[src/rtl/ofm_writeback_ctrl_if.sv]
// Pixel-beat stream in from the systolic array plus the DPRAM port-B write bus.
// master drives the beats and observes the writes; slave is the write-back sequencer.
interface ofm_writeback_ctrl_if #(
  parameter int ADDR_WIDTH  = 19,
  parameter int INOUT_WIDTH = 256
);
  logic                   in_valid;
  logic [INOUT_WIDTH-1:0] in_data;
  logic                   in_ready;
  logic                   we_b;
  logic [ADDR_WIDTH-1:0]  addr_b;
  logic [INOUT_WIDTH-1:0] din_b;
  logic [4:0]             write_ofm_size;
  logic                   upsample_mode;
  logic [8:0]             ofm_size;

  modport master (
    output in_valid, in_data,
    input  in_ready, we_b, addr_b, din_b, write_ofm_size, upsample_mode, ofm_size
  );

  modport slave (
    input  in_valid, in_data,
    output in_ready, we_b, addr_b, din_b, write_ofm_size, upsample_mode, ofm_size
  );
endinterface

[src/rtl/ofm_writeback_ctrl.sv]
// OFM write-back sequencer: one DPRAM write per accepted 16-pixel beat, 1-cycle registered latency.
// Backpressure: in_ready is high for the whole RUN state; beats that would overflow the RAM are consumed but not written.
module ofm_writeback_ctrl #(
  parameter int RAM_SIZE      = 524172,
  parameter int ADDR_WIDTH    = 19,
  parameter int DATA_WIDTH    = 16,
  parameter int SYSTOLIC_SIZE = 16,
  parameter int INOUT_WIDTH   = DATA_WIDTH * SYSTOLIC_SIZE
) (
  input  logic                  clk,
  input  logic                  rst_n,
  input  logic                  start,
  input  logic                  abort,
  input  logic [ADDR_WIDTH-1:0] cfg_base_addr,
  input  logic [8:0]            cfg_ofm_size,
  input  logic [8:0]            cfg_num_rows,
  input  logic [9:0]            cfg_num_ch,
  input  logic                  cfg_upsample,
  ofm_writeback_ctrl_if.slave   bus,
  output logic                  busy,
  output logic                  done,
  output logic                  err_overflow
);
  localparam int AW2 = ADDR_WIDTH + 2;

  typedef enum logic [1:0] {IDLE = 2'd0, RUN = 2'd1, DONE = 2'd2} state_e;
  state_e state_q, state_d;

  logic [8:0]             s_q, s_d, r_q, r_d, ofm_q, ofm_d, col_q, col_d, row_q, row_d;
  logic [9:0]             c_q, c_d, ch_q, ch_d;
  logic                   up_q, up_d, err_q, err_d, we_q, we_d, done_q, done_d;
  logic [AW2-1:0]         row_addr_q, row_addr_d;
  logic [ADDR_WIDTH-1:0]  addr_q, addr_d;
  logic [INOUT_WIDTH-1:0] din_q, din_d;
  logic [4:0]             wsize_q, wsize_d;

  logic [9:0]     rem, col_nx;
  logic [4:0]     n;
  logic           row_wrap, row_last, ch_last, last_beat, accept, start_acc;
  logic           cfg_empty, cfg_bad, beat_ovf;
  logic [AW2-1:0] beat_addr, row_step, o_ext, last_px;

  // row_addr_q tracks the first pixel of the current row; stepping past a channel's
  // last row lands exactly on the next channel's origin, so no channel base is kept.
  always_comb begin
    rem       = {1'b0, s_q} - {1'b0, col_q};
    n         = (rem >= 10'd16) ? 5'd16 : rem[4:0];
    col_nx    = {1'b0, col_q} + 10'd16;
    row_wrap  = (col_nx >= {1'b0, s_q});
    row_last  = (row_q == r_q - 9'd1);
    ch_last   = (ch_q == c_q - 10'd1);
    last_beat = row_wrap && row_last && ch_last;
    beat_addr = row_addr_q + (up_q ? AW2'({col_q, 1'b0}) : AW2'(col_q));
    row_step  = up_q ? AW2'({s_q, 2'b00}) : AW2'(s_q);
    o_ext     = up_q ? AW2'({s_q, 1'b0}) : AW2'(s_q);
    last_px   = up_q ? beat_addr + o_ext + AW2'({n, 1'b0}) - AW2'(1)
                     : beat_addr + AW2'(n) - AW2'(1);
    beat_ovf  = (last_px >= AW2'(RAM_SIZE));
    accept    = bus.in_valid && (state_q == RUN);
    start_acc = start && (state_q == IDLE) && !abort;
    cfg_empty = (cfg_ofm_size == 9'd0) || (cfg_num_rows == 9'd0) || (cfg_num_ch == 10'd0);
    cfg_bad   = cfg_upsample && cfg_ofm_size[8];
  end

  always_comb begin
    state_d = state_q;
    case (state_q)
      IDLE:    if (start) state_d = (cfg_empty || cfg_bad) ? DONE : RUN;
      RUN:     if (accept && last_beat) state_d = DONE;
      DONE:    state_d = IDLE;
      default: state_d = IDLE;
    endcase
    if (abort) state_d = IDLE;
  end

  always_comb begin
    bus.in_ready       = (state_q == RUN);
    busy               = (state_q != IDLE);
    done               = done_q;
    err_overflow       = err_q;
    bus.we_b           = we_q;
    bus.addr_b         = addr_q;
    bus.din_b          = din_q;
    bus.write_ofm_size = wsize_q;
    bus.upsample_mode  = up_q;
    bus.ofm_size       = ofm_q;
  end

  always_comb begin
    s_d        = s_q;
    r_d        = r_q;
    c_d        = c_q;
    up_d       = up_q;
    ofm_d      = ofm_q;
    col_d      = col_q;
    row_d      = row_q;
    ch_d       = ch_q;
    row_addr_d = row_addr_q;
    err_d      = err_q;
    we_d       = 1'b0;
    addr_d     = addr_q;
    din_d      = din_q;
    wsize_d    = wsize_q;
    done_d     = (state_q == DONE) && !abort;
    if (start_acc) begin
      s_d        = cfg_ofm_size;
      r_d        = cfg_num_rows;
      c_d        = cfg_num_ch;
      up_d       = cfg_upsample;
      ofm_d      = cfg_upsample ? {cfg_ofm_size[7:0], 1'b0} : cfg_ofm_size;
      col_d      = '0;
      row_d      = '0;
      ch_d       = '0;
      row_addr_d = AW2'(cfg_base_addr);
      err_d      = cfg_bad;
    end
    if (accept && !abort) begin
      we_d    = !beat_ovf;
      addr_d  = beat_addr[ADDR_WIDTH-1:0];
      din_d   = bus.in_data;
      wsize_d = n;
      err_d   = err_q | beat_ovf;
      if (row_wrap) begin
        col_d      = '0;
        row_addr_d = row_addr_q + row_step;
        if (row_last) begin
          row_d = '0;
          ch_d  = ch_q + 10'd1;
        end else begin
          row_d = row_q + 9'd1;
        end
      end else begin
        col_d = col_nx[8:0];
      end
    end
  end

  always_ff @(posedge clk) begin
    if (!rst_n) state_q <= IDLE;
    else        state_q <= state_d;
  end

  always_ff @(posedge clk) begin
    if (!rst_n) begin
      s_q <= '0; r_q <= '0; c_q <= '0; up_q <= 1'b0; ofm_q <= '0;
      col_q <= '0; row_q <= '0; ch_q <= '0; row_addr_q <= '0;
      err_q <= 1'b0; we_q <= 1'b0; addr_q <= '0; din_q <= '0; wsize_q <= '0; done_q <= 1'b0;
    end else begin
      s_q <= s_d; r_q <= r_d; c_q <= c_d; up_q <= up_d; ofm_q <= ofm_d;
      col_q <= col_d; row_q <= row_d; ch_q <= ch_d; row_addr_q <= row_addr_d;
      err_q <= err_d; we_q <= we_d; addr_q <= addr_d; din_q <= din_d; wsize_q <= wsize_d; done_q <= done_d;
    end
  end
endmodule

[src/flat_wrapper.sv]
// flat-port wrapper written by rule: the top's interface ports become plain ports
module ofm_writeback_ctrl_flat 
#(
  parameter int RAM_SIZE      = 524172,
  parameter int ADDR_WIDTH    = 19,
  parameter int DATA_WIDTH    = 16,
  parameter int SYSTOLIC_SIZE = 16,
  parameter int INOUT_WIDTH   = DATA_WIDTH * SYSTOLIC_SIZE
)
  (clk, rst_n, start, abort, cfg_base_addr, cfg_ofm_size, cfg_num_rows, cfg_num_ch, cfg_upsample, busy, done, err_overflow, bus_in_valid, bus_in_data, bus_in_ready, bus_we_b, bus_addr_b, bus_din_b, bus_write_ofm_size, bus_upsample_mode, bus_ofm_size);
  ofm_writeback_ctrl_if #(.ADDR_WIDTH(ADDR_WIDTH), .INOUT_WIDTH(INOUT_WIDTH)) bus_i ();
  input  logic clk;
  input  logic rst_n;
  input  logic start;
  input  logic abort;
  input  logic [ADDR_WIDTH-1:0] cfg_base_addr;
  input  logic [8:0] cfg_ofm_size;
  input  logic [8:0] cfg_num_rows;
  input  logic [9:0] cfg_num_ch;
  input  logic cfg_upsample;
  output logic busy;
  output logic done;
  output logic err_overflow;
  input wire logic [$bits(bus_i.in_valid)-1:0] bus_in_valid;
  input wire logic [$bits(bus_i.in_data)-1:0] bus_in_data;
  output wire logic [$bits(bus_i.in_ready)-1:0] bus_in_ready;
  output wire logic [$bits(bus_i.we_b)-1:0] bus_we_b;
  output wire logic [$bits(bus_i.addr_b)-1:0] bus_addr_b;
  output wire logic [$bits(bus_i.din_b)-1:0] bus_din_b;
  output wire logic [$bits(bus_i.write_ofm_size)-1:0] bus_write_ofm_size;
  output wire logic [$bits(bus_i.upsample_mode)-1:0] bus_upsample_mode;
  output wire logic [$bits(bus_i.ofm_size)-1:0] bus_ofm_size;
  assign bus_i.in_valid = bus_in_valid;
  assign bus_i.in_data = bus_in_data;
  assign bus_in_ready = bus_i.in_ready;
  assign bus_we_b = bus_i.we_b;
  assign bus_addr_b = bus_i.addr_b;
  assign bus_din_b = bus_i.din_b;
  assign bus_write_ofm_size = bus_i.write_ofm_size;
  assign bus_upsample_mode = bus_i.upsample_mode;
  assign bus_ofm_size = bus_i.ofm_size;
  ofm_writeback_ctrl #(.RAM_SIZE(RAM_SIZE), .ADDR_WIDTH(ADDR_WIDTH), .DATA_WIDTH(DATA_WIDTH), .SYSTOLIC_SIZE(SYSTOLIC_SIZE), .INOUT_WIDTH(INOUT_WIDTH)) u_core (.clk(clk), .rst_n(rst_n), .start(start), .abort(abort), .cfg_base_addr(cfg_base_addr), .cfg_ofm_size(cfg_ofm_size), .cfg_num_rows(cfg_num_rows), .cfg_num_ch(cfg_num_ch), .cfg_upsample(cfg_upsample), .bus(bus_i), .busy(busy), .done(done), .err_overflow(err_overflow));
endmodule
[config.mk]
export PLATFORM = sky130hd
export DESIGN_NAME = ofm_writeback_ctrl_flat
export DESIGN_NICKNAME = d
export VERILOG_FILES = /design/src/rtl/ofm_writeback_ctrl_if.sv /design/src/rtl/ofm_writeback_ctrl.sv /design/src/flat_wrapper.sv
export SDC_FILE = /design/constraint.sdc
export NUM_CORES = 1
export LEC_CHECK = 0
export CORE_AREA = 2 2 234 236
export CTS_CLUSTER_DIAMETER = 80
export DETAILED_ROUTE_END_ITERATION = 8
export DIE_AREA = 0 0 236 238
export HOLD_SLACK_MARGIN = 0.03
export PLACE_DENSITY_LB_ADDON = 0.1
export RECOVER_POWER = 50
export SETUP_SLACK_MARGIN = 0.05
export SYNTH_ARGS = -nofsm -noshare
export SYNTH_HDL_FRONTEND = slang
export SYNTH_SLANG_ARGS = --single-unit
[constraint.sdc]
create_clock -name clk -period 5.7 [get_ports clk]
set_input_delay 0.57 -clock clk [delete_from_list [all_inputs] [get_ports clk]]
set_output_delay 0.57 -clock clk [all_outputs]
set_load 0.02 [all_outputs]
* Word-level counts from Yosys, hierarchy flattened
Cells that the tools add are included.
** Cells by class
- Add/sub/neg operators :: 13
- Multipliers :: 0
- Div/mod/pow operators :: 0
- $lt $le $gt $ge :: 3
- Equal/unequal tests :: 6
- Shift operators :: 0
- Multiplexer cells :: 26
- Bitwise logic cells :: 2
- Reductions and logical operators :: 23
** Operators by type and width (number)
- $mux W21 :: 4
- $mux W9 :: 8
- $add A21 B21 Y21 :: 3
- $mux W10 :: 6
- $sub A21 B1 Y21 const B :: 2
- $add A21 B5 Y21 :: 1
- $add A21 B6 Y21 :: 1
- $ge A21 B19 Y1 const B :: 1
- $logic_not A9 Y1 :: 2
- $mux W11 :: 1
- $add A10 B1 Y10 const B :: 1
- $add A9 B5 Y10 const B :: 1
- $eq A10 B10 Y1 :: 1
- $ge A10 B5 Y1 const B :: 1
- $ge A10 B9 Y1 :: 1
- $logic_not A10 Y1 :: 1
- $sub A10 B1 Y10 const B :: 1
- $sub A9 B9 Y10 :: 1
- $add A9 B1 Y9 const B :: 1
- $eq A9 B9 Y1 :: 1
- $logic_and A1 B1 Y1 :: 9
- $sub A9 B1 Y9 const B :: 1
- $mux W2 :: 3
- $mux W5 :: 1
- other kinds (14) :: 20
** Word-level totals
- Flip-flop bits (word level) :: 372
- Latch bits :: 0
- Bits in writable memories :: 0
- ROM bits :: 0
- Input bits :: 309
- Memories :: 0

* Longest topological paths before layout
- Word-level depth :: 9
- Gate-level depth with buffers :: 27

* Worst setup path after synthesis
No wires, ideal clock.
- Path type :: flip-flop to flip-flop
- Start :: reg u_core.up_q (netlist: u_core.bus.upsample_mode)
- End :: reg u_core.err_q (netlist: u_core.err_overflow)
- Arrival time :: 5.765 ns
- Required time :: 5.580 ns
- Slack :: -0.184 ns
- Cell stages (with the launch flop) :: 25
- Path buffers :: 4
- Clock period less this slack :: 5.884 ns
- Cell sequence :: dfxtp_1 -> clkbuf_1 -> clkbuf_1 -> buf_1 -> clkbuf_1 -> o21ai_0 -> ha_1 -> or3_1 -> o21ai_0 -> xnor2_1 -> inv_1 -> ha_1 -> inv_1 -> ha_1 -> ha_1 -> a211o_1 -> or4_4 -> o21ai_4 -> o31ai_1 -> a221oi_2 -> xor2_1 -> a21oi_1 -> a2111oi_2 -> a2111o_1 -> o31a_1
** On the way
- Longest elaborated chain between the ends :: 9
** Ends and longest elaborated chain
- start, declared :: RTL line ofm_writeback_ctrl.sv:31 : logic up_q, up_d, err_q, err_d, we_q, we_d, done_q, done_d;
- start signal, assigned :: RTL line ofm_writeback_ctrl.sv:145 : s_q <= '0; r_q <= '0; c_q <= '0; up_q <= 1'b0; ofm_q <= '0;
- start signal, assigned :: RTL line ofm_writeback_ctrl.sv:149 : s_q <= s_d; r_q <= r_d; c_q <= c_d; up_q <= up_d; ofm_q <= ofm_d;
- $mux W10 * :: RTL line ofm_writeback_ctrl.sv:53 : beat_addr = row_addr_q + (up_q ? AW2'({col_q, 1'b0}) : AW2'(col_q));
- $add A21 B21 Y21 * :: RTL line ofm_writeback_ctrl.sv:53
- via u_core.beat_addr[9] :: RTL line ofm_writeback_ctrl.sv:41 : logic [AW2-1:0] beat_addr, row_step, o_ext, last_px;
- $add A21 B21 Y21 :: RTL line ofm_writeback_ctrl.sv:56 : last_px = up_q ? beat_addr + o_ext + AW2'({n, 1'b0}) - AW2'(1)
- $add A21 B6 Y21 :: RTL line ofm_writeback_ctrl.sv:56
- $sub A21 B1 Y21 :: RTL line ofm_writeback_ctrl.sv:56
- $mux W21 * :: RTL line ofm_writeback_ctrl.sv:56
- $ge A21 B19 Y1 * :: RTL line ofm_writeback_ctrl.sv:58 : beat_ovf = (last_px >= AW2'(RAM_SIZE));
- $or A1 B1 Y1 * :: RTL line ofm_writeback_ctrl.sv:122 : err_d = err_q | beat_ovf;
- $mux W1 * :: RTL line ofm_writeback_ctrl.sv:117 : if (accept && !abort) begin
- end signal, assigned :: RTL line ofm_writeback_ctrl.sv:151 : err_q <= err_d; we_q <= we_d; addr_q <= addr_d; din_q <= din_d; wsize_q <= wsize_d; done_q <= done_d;
- end, declared :: RTL line ofm_writeback_ctrl.sv:31
Mark *: on every way through the listed nets, which the timed path passes. The rest lies on a longest branch.
A chain may end at the register's enable or synchronous reset.

* Worst setup path in the final report
- Start :: reg u_core.col_q[6]
- End :: reg u_core.err_q (netlist: u_core.err_overflow)
** On the way
- Longest elaborated chain between the ends :: 9
** Ends and longest elaborated chain
- start, declared :: RTL line ofm_writeback_ctrl.sv:29 : logic [8:0] s_q, s_d, r_q, r_d, ofm_q, ofm_d, col_q, col_d, row_q, row_d;
- start signal, assigned :: RTL line ofm_writeback_ctrl.sv:150 : col_q <= col_d; row_q <= row_d; ch_q <= ch_d; row_addr_q <= row_addr_d;
- $mux W10 * :: RTL line ofm_writeback_ctrl.sv:53
- $add A21 B21 Y21 * :: RTL line ofm_writeback_ctrl.sv:53
- via u_core.beat_addr[13] :: RTL line ofm_writeback_ctrl.sv:41
- $add A21 B21 Y21 :: RTL line ofm_writeback_ctrl.sv:56
- $add A21 B6 Y21 :: RTL line ofm_writeback_ctrl.sv:56
- $sub A21 B1 Y21 :: RTL line ofm_writeback_ctrl.sv:56
- $mux W21 * :: RTL line ofm_writeback_ctrl.sv:56
- $ge A21 B19 Y1 * :: RTL line ofm_writeback_ctrl.sv:58
- $or A1 B1 Y1 * :: RTL line ofm_writeback_ctrl.sv:122
- $mux W1 * :: RTL line ofm_writeback_ctrl.sv:117
Marked as above.

==> impl_results.rst <==
.. list-table::
   :header-rows: 1

   * - Metric
     - Value
   * - Warnings from Yosys
     - 0
   * - Maximum clock rate
     - 188 MHz
   * - Average cell area after synthesis
     - about 8 sq um
   * - Adder-cell share of the synthesized area
     - 0.0784
   * - Number of pins exceeding their max-slew limit in the final report
     - between 150 and 200
   * - Simple-gate share of the synthesized area
     - 0.221
   * - Cells on Worst Hold Path
     - 2
   * - Worst voltage drop across the vdd grid
     - 0.000212 V
   * - Total power draw
     - about 6.9 mW
   * - Combinational family with the most area after synthesis
     - simple AND/OR/NAND/NOR gates
   * - Number of placement rows
     - 85
   * - Number of flip-flops and latches in the synthesized netlist
     - 368
   * - Critical path required time
     - just over 6 ns
   * - Post-route worst setup slack
     - ~0.38 ns
   * - Leak
     - about 11 nW
   * - Arrival time reported for the critical path endpoint
     - between 5 and 6 ns
   * - Category of the worst setup path launch point
     - register
   * - Cell area after technology mapping
     - about 0.019 sq mm
   * - Area Overhead vs Synth
     - 43.1%
   * - Transition time at the pin with the least slew margin
     - between 2 and 3 ns
   * - I/O pin count
     - around 600
   * - Part of the Yosys area used for sequential elements
     - 0.389
   * - Top_reg_cell synth
     - dfxtp_1
   * - Xor-xnor portion of the synthesized cell area
     - 0.0375
   * - Number of hold violations in the final report
     - 0
   * - Fraction of synthesized area in multiplexers
     - 0.00859
   * - Fraction of final layout cells with drive strength greater than 1
     - 0.0413
   * - Shortest period the worst path allows
     - roughly 5.3 ns
   * - Maximum number of pins on one net before global-route repair
     - ~170
   * - R2R Setup Slk
     - about 0.38 ns
   * - Leading cell type in the layout, fill and taps excluded
     - nand2_1
   * - Die width
     - between 200 and 250 um
   * - Count of unresolved DRC violations after routing
     - 0
   * - Final cycle utilization of the critical path
     - 0.933
   * - Run status
     - finished, violations left
   * - Sinks on Clock Net
     - 368
   * - WL per Instance
     - 19.5 um
   * - Type of the most critical hold path
     - reg2reg
   * - Number of global-route vias before repair
     - roughly 18000
   * - Clk Tree Root Cell
     - clkbuf_16
   * - Violations in the final reports
     - capacitance limit, slew limit
   * - Starting density of the core
     - 0.354
   * - Setup Viol. Count Final
     - 0
   * - Total power divided by cell area
     - about 260 mW/mm^2
   * - Capturing point of the worst reg2reg path
     - u_core.err_overflow$_SDFFE_PN0P_
   * - Number of vias per cell
     - 5.02
   * - Hold-fix buffers at CTS
     - 0
   * - GRT overflow
     - 0
   * - Commonest cells after routing, fill and taps aside
     - nand2_1 (709), dfxtp_1 (366), a21boi_0 (316), clkdlybuf4s50_1 (308), dlygate4sd3_1 (294)
   * - Post-detail-place hpwl
     - 53500 um
   * - Global router's overall resource usage
     - 0.241
   * - Clock-pin transition on the worst setup and hold timing paths
     - 0.06 ns
   * - Hold wc startpoint
     - u_core.bus.din_b[88]$_SDFFE_PN0P_
   * - Maximum buffer depth of the clock tree
     - 3
   * - Overall via count from detail_route
     - roughly 18000
   * - Die ar.
     - between 0.05 and 0.06 sq mm
   * - Number of iterations in the first detailed-routing pass
     - 5
   * - Core footprint
     - roughly 0.053 sq mm
   * - Worst setup path end
     - u_core.err_overflow$_SDFFE_PN0P_
   * - Count of port buffers added during placement
     - between 600 and 700
   * - DP Worst Slack
     - ~0.21 ns
   * - Total wire length after detailed routing
     - approximately 71000 um
   * - Inserted Clock Buffers
     - between 40 and 50
   * - TritonCTS clock tree
     - built
   * - Initial antenna violation count
     - 15
   * - Worst Setup Path Type
     - reg2reg
   * - Worst-case clock skew
     - ~0.022 ns
   * - Count of max-cap constraint violations
     - 3
   * - H-tree depth reported by CTS
     - 2
   * - Sum of negative setup slack
     - 0 ns
   * - Worst-path maximum fanout
     - 6
   * - Layout Cells excl Fill
     - between 3000 and 4000
   * - Height of the die
     - approximately 240 um
   * - GP Congestion
     - 0.887
   * - Cell count after placement
     - 3549
   * - First-iteration detailed-routing DRC count
     - around 990
   * - Nets
     - 3319
   * - Relative slew slack
     - -0.991
   * - Crit path from
     - u_core.col_q[6]$_SDFFE_PN0P_
   * - Number of instances in the synthesized netlist
     - ~2400
   * - Reg2Reg Depth
     - 22
   * - Unrepaired setup endpoints after global routing
     - no
   * - Clk Latency, worst-skew pair
     - roughly 0.58 ns
   * - EDFF count, synth
     - 0
   * - Number of library cell types mapped by synthesis
     - 81
   * - Endpoint kind of the worst setup timing path
     - register
   * - Startpoint of the worst register-to-register path
     - u_core.col_q[6]$_SDFFE_PN0P_
   * - Global-route wire length before repair
     - ~110000 um
   * - Post-detailed-route count of antenna-violating nets
     - 0
   * - Compound-Gate Fraction of Synth Area
     - 0.219
   * - Fraction of registers with async set or reset after synthesis
     - 0
==> per-stage QoR <==
step | area [sq um] | hold slack [ns] | utilization
after CTS | 27000 | 0.465 | 0.505
after detailed placement | 25500 | 0.457 | 0.477
final | 27100 | 0.460 | 0.506
after global placement | 25500 | 0.451 | 0.477
after floorplan | 18900 | 0.437 | -
after global routing | 27100 | 0.480 | 0.506
==> final cells by class <==
cell class              instances  area, sq um
inverters                      91          342
diodes                          9         22.5
flip-flops and latches        368         7370
clock buffers                  64         1320
repair buffers                621         6200
clock inverters                14          223
fillers                      5194        26400
well taps                     696          871
multi-input cells            1774        10800
==> critical path, stage by stage, from the launching register on <==
cell      delay [ns]
dfxtp_1         0.45
inv_1           0.12
o21ai_0         0.16
ha_1            0.24
nand3_1         0.10
o211ai_1        0.15
o211ai_1        0.15
a21boi_2        0.19
buf_4           0.15
nand3_1         0.11
xnor2_2         0.31
inv_1           0.16
ha_1            0.26
fa_1            0.61
nand2_1         0.12
or3_4           0.40
or2_1           0.26
o221ai_2        0.19
mux2i_1         0.24
o21ai_2         0.08
xnor2_1         0.13
a2111o_1        0.36
o31a_1          0.26
==> repair_timing <==
action / 4_1_cts / 5_1_grt
endpoints found under the setup margin: 0 / 2
gates resized for setup: 0 / 9
setup buffers: 0 / 1
==> per-layer routing <==
metal	GRT usage	vias to the layer above	wire [um]
li1	-	9038	-
met1	0.281	8496	28100
met2	0.419	575	34600
met3	0.0733	129	5630
met4	0.0849	14	2300
met5	0	-	95
==> cell usage after synthesis (10+ instances only) <==
cell type,instances,area (sq um)
nand2_1,709,2660
dfxtp_1,368,7370
a21boi_0,316,2370
clkbuf_1,126,473
ha_1,93,1160
inv_1,91,342
nor2_1,79,297
o21ai_0,78,390
a21oi_1,57,285
xnor2_1,44,385
nand3_1,41,205
xor2_1,37,324
nor2b_1,21,131
nor3_1,21,105
o211a_1,20,200
and3_1,16,100
fa_1,16,320
nor4_1,15,93.8
mux2i_1,14,140
nand4_1,13,81.3
o21a_1,12,90.1
nand3b_1,11,82.6
a21o_1,10,75.1
and2_1,10,62.6
==> sequential cells by signal (all words and copies together), names as in the netlist <==
signal and flops:
u_core.bus.addr_b 19, u_core.bus.din_b 256, u_core.bus.ofm_size 9, u_core.bus.upsample_mode 1, u_core.bus.we_b 1, u_core.bus.write_ofm_size 5
u_core.c_q 10, u_core.ch_q 10, u_core.col_q 5, u_core.done 1, u_core.err_overflow 1, u_core.r_q 9
u_core.row_addr_q 21, u_core.row_q 9, u_core.s_q 9, u_core.state_q 2
==> power breakdown <==
group	internal, mW	switching (mW)
combinational	0.612	0.643
clock	1.83	1.17
sequential	2.62	0.0424
==> cell families after synthesis <==
group / count (synthesis)
AOI/OAI and AO/OA: 580
xor gates and xnor gates: 81
adders and majority gates: 109
buffers and inverters: 228
DFF: 368
muxes: 16
other: 2
and+or+nand+nor: 985
==> worst min-delay path by stage <==
stage,end
global placement,u_core.bus.din_b[189]$_SDFFE_PN0P_
finish,u_core.bus.din_b[88]$_SDFFE_PN0P_
global route,u_core.bus.din_b[55]$_SDFFE_PN0P_
floorplan,u_core.done$_SDFF_PN0_
detailed placement,u_core.bus.din_b[112]$_SDFFE_PN0P_
CTS,u_core.bus.din_b[112]$_SDFFE_PN0P_
(Power assumes the default switching activity.)
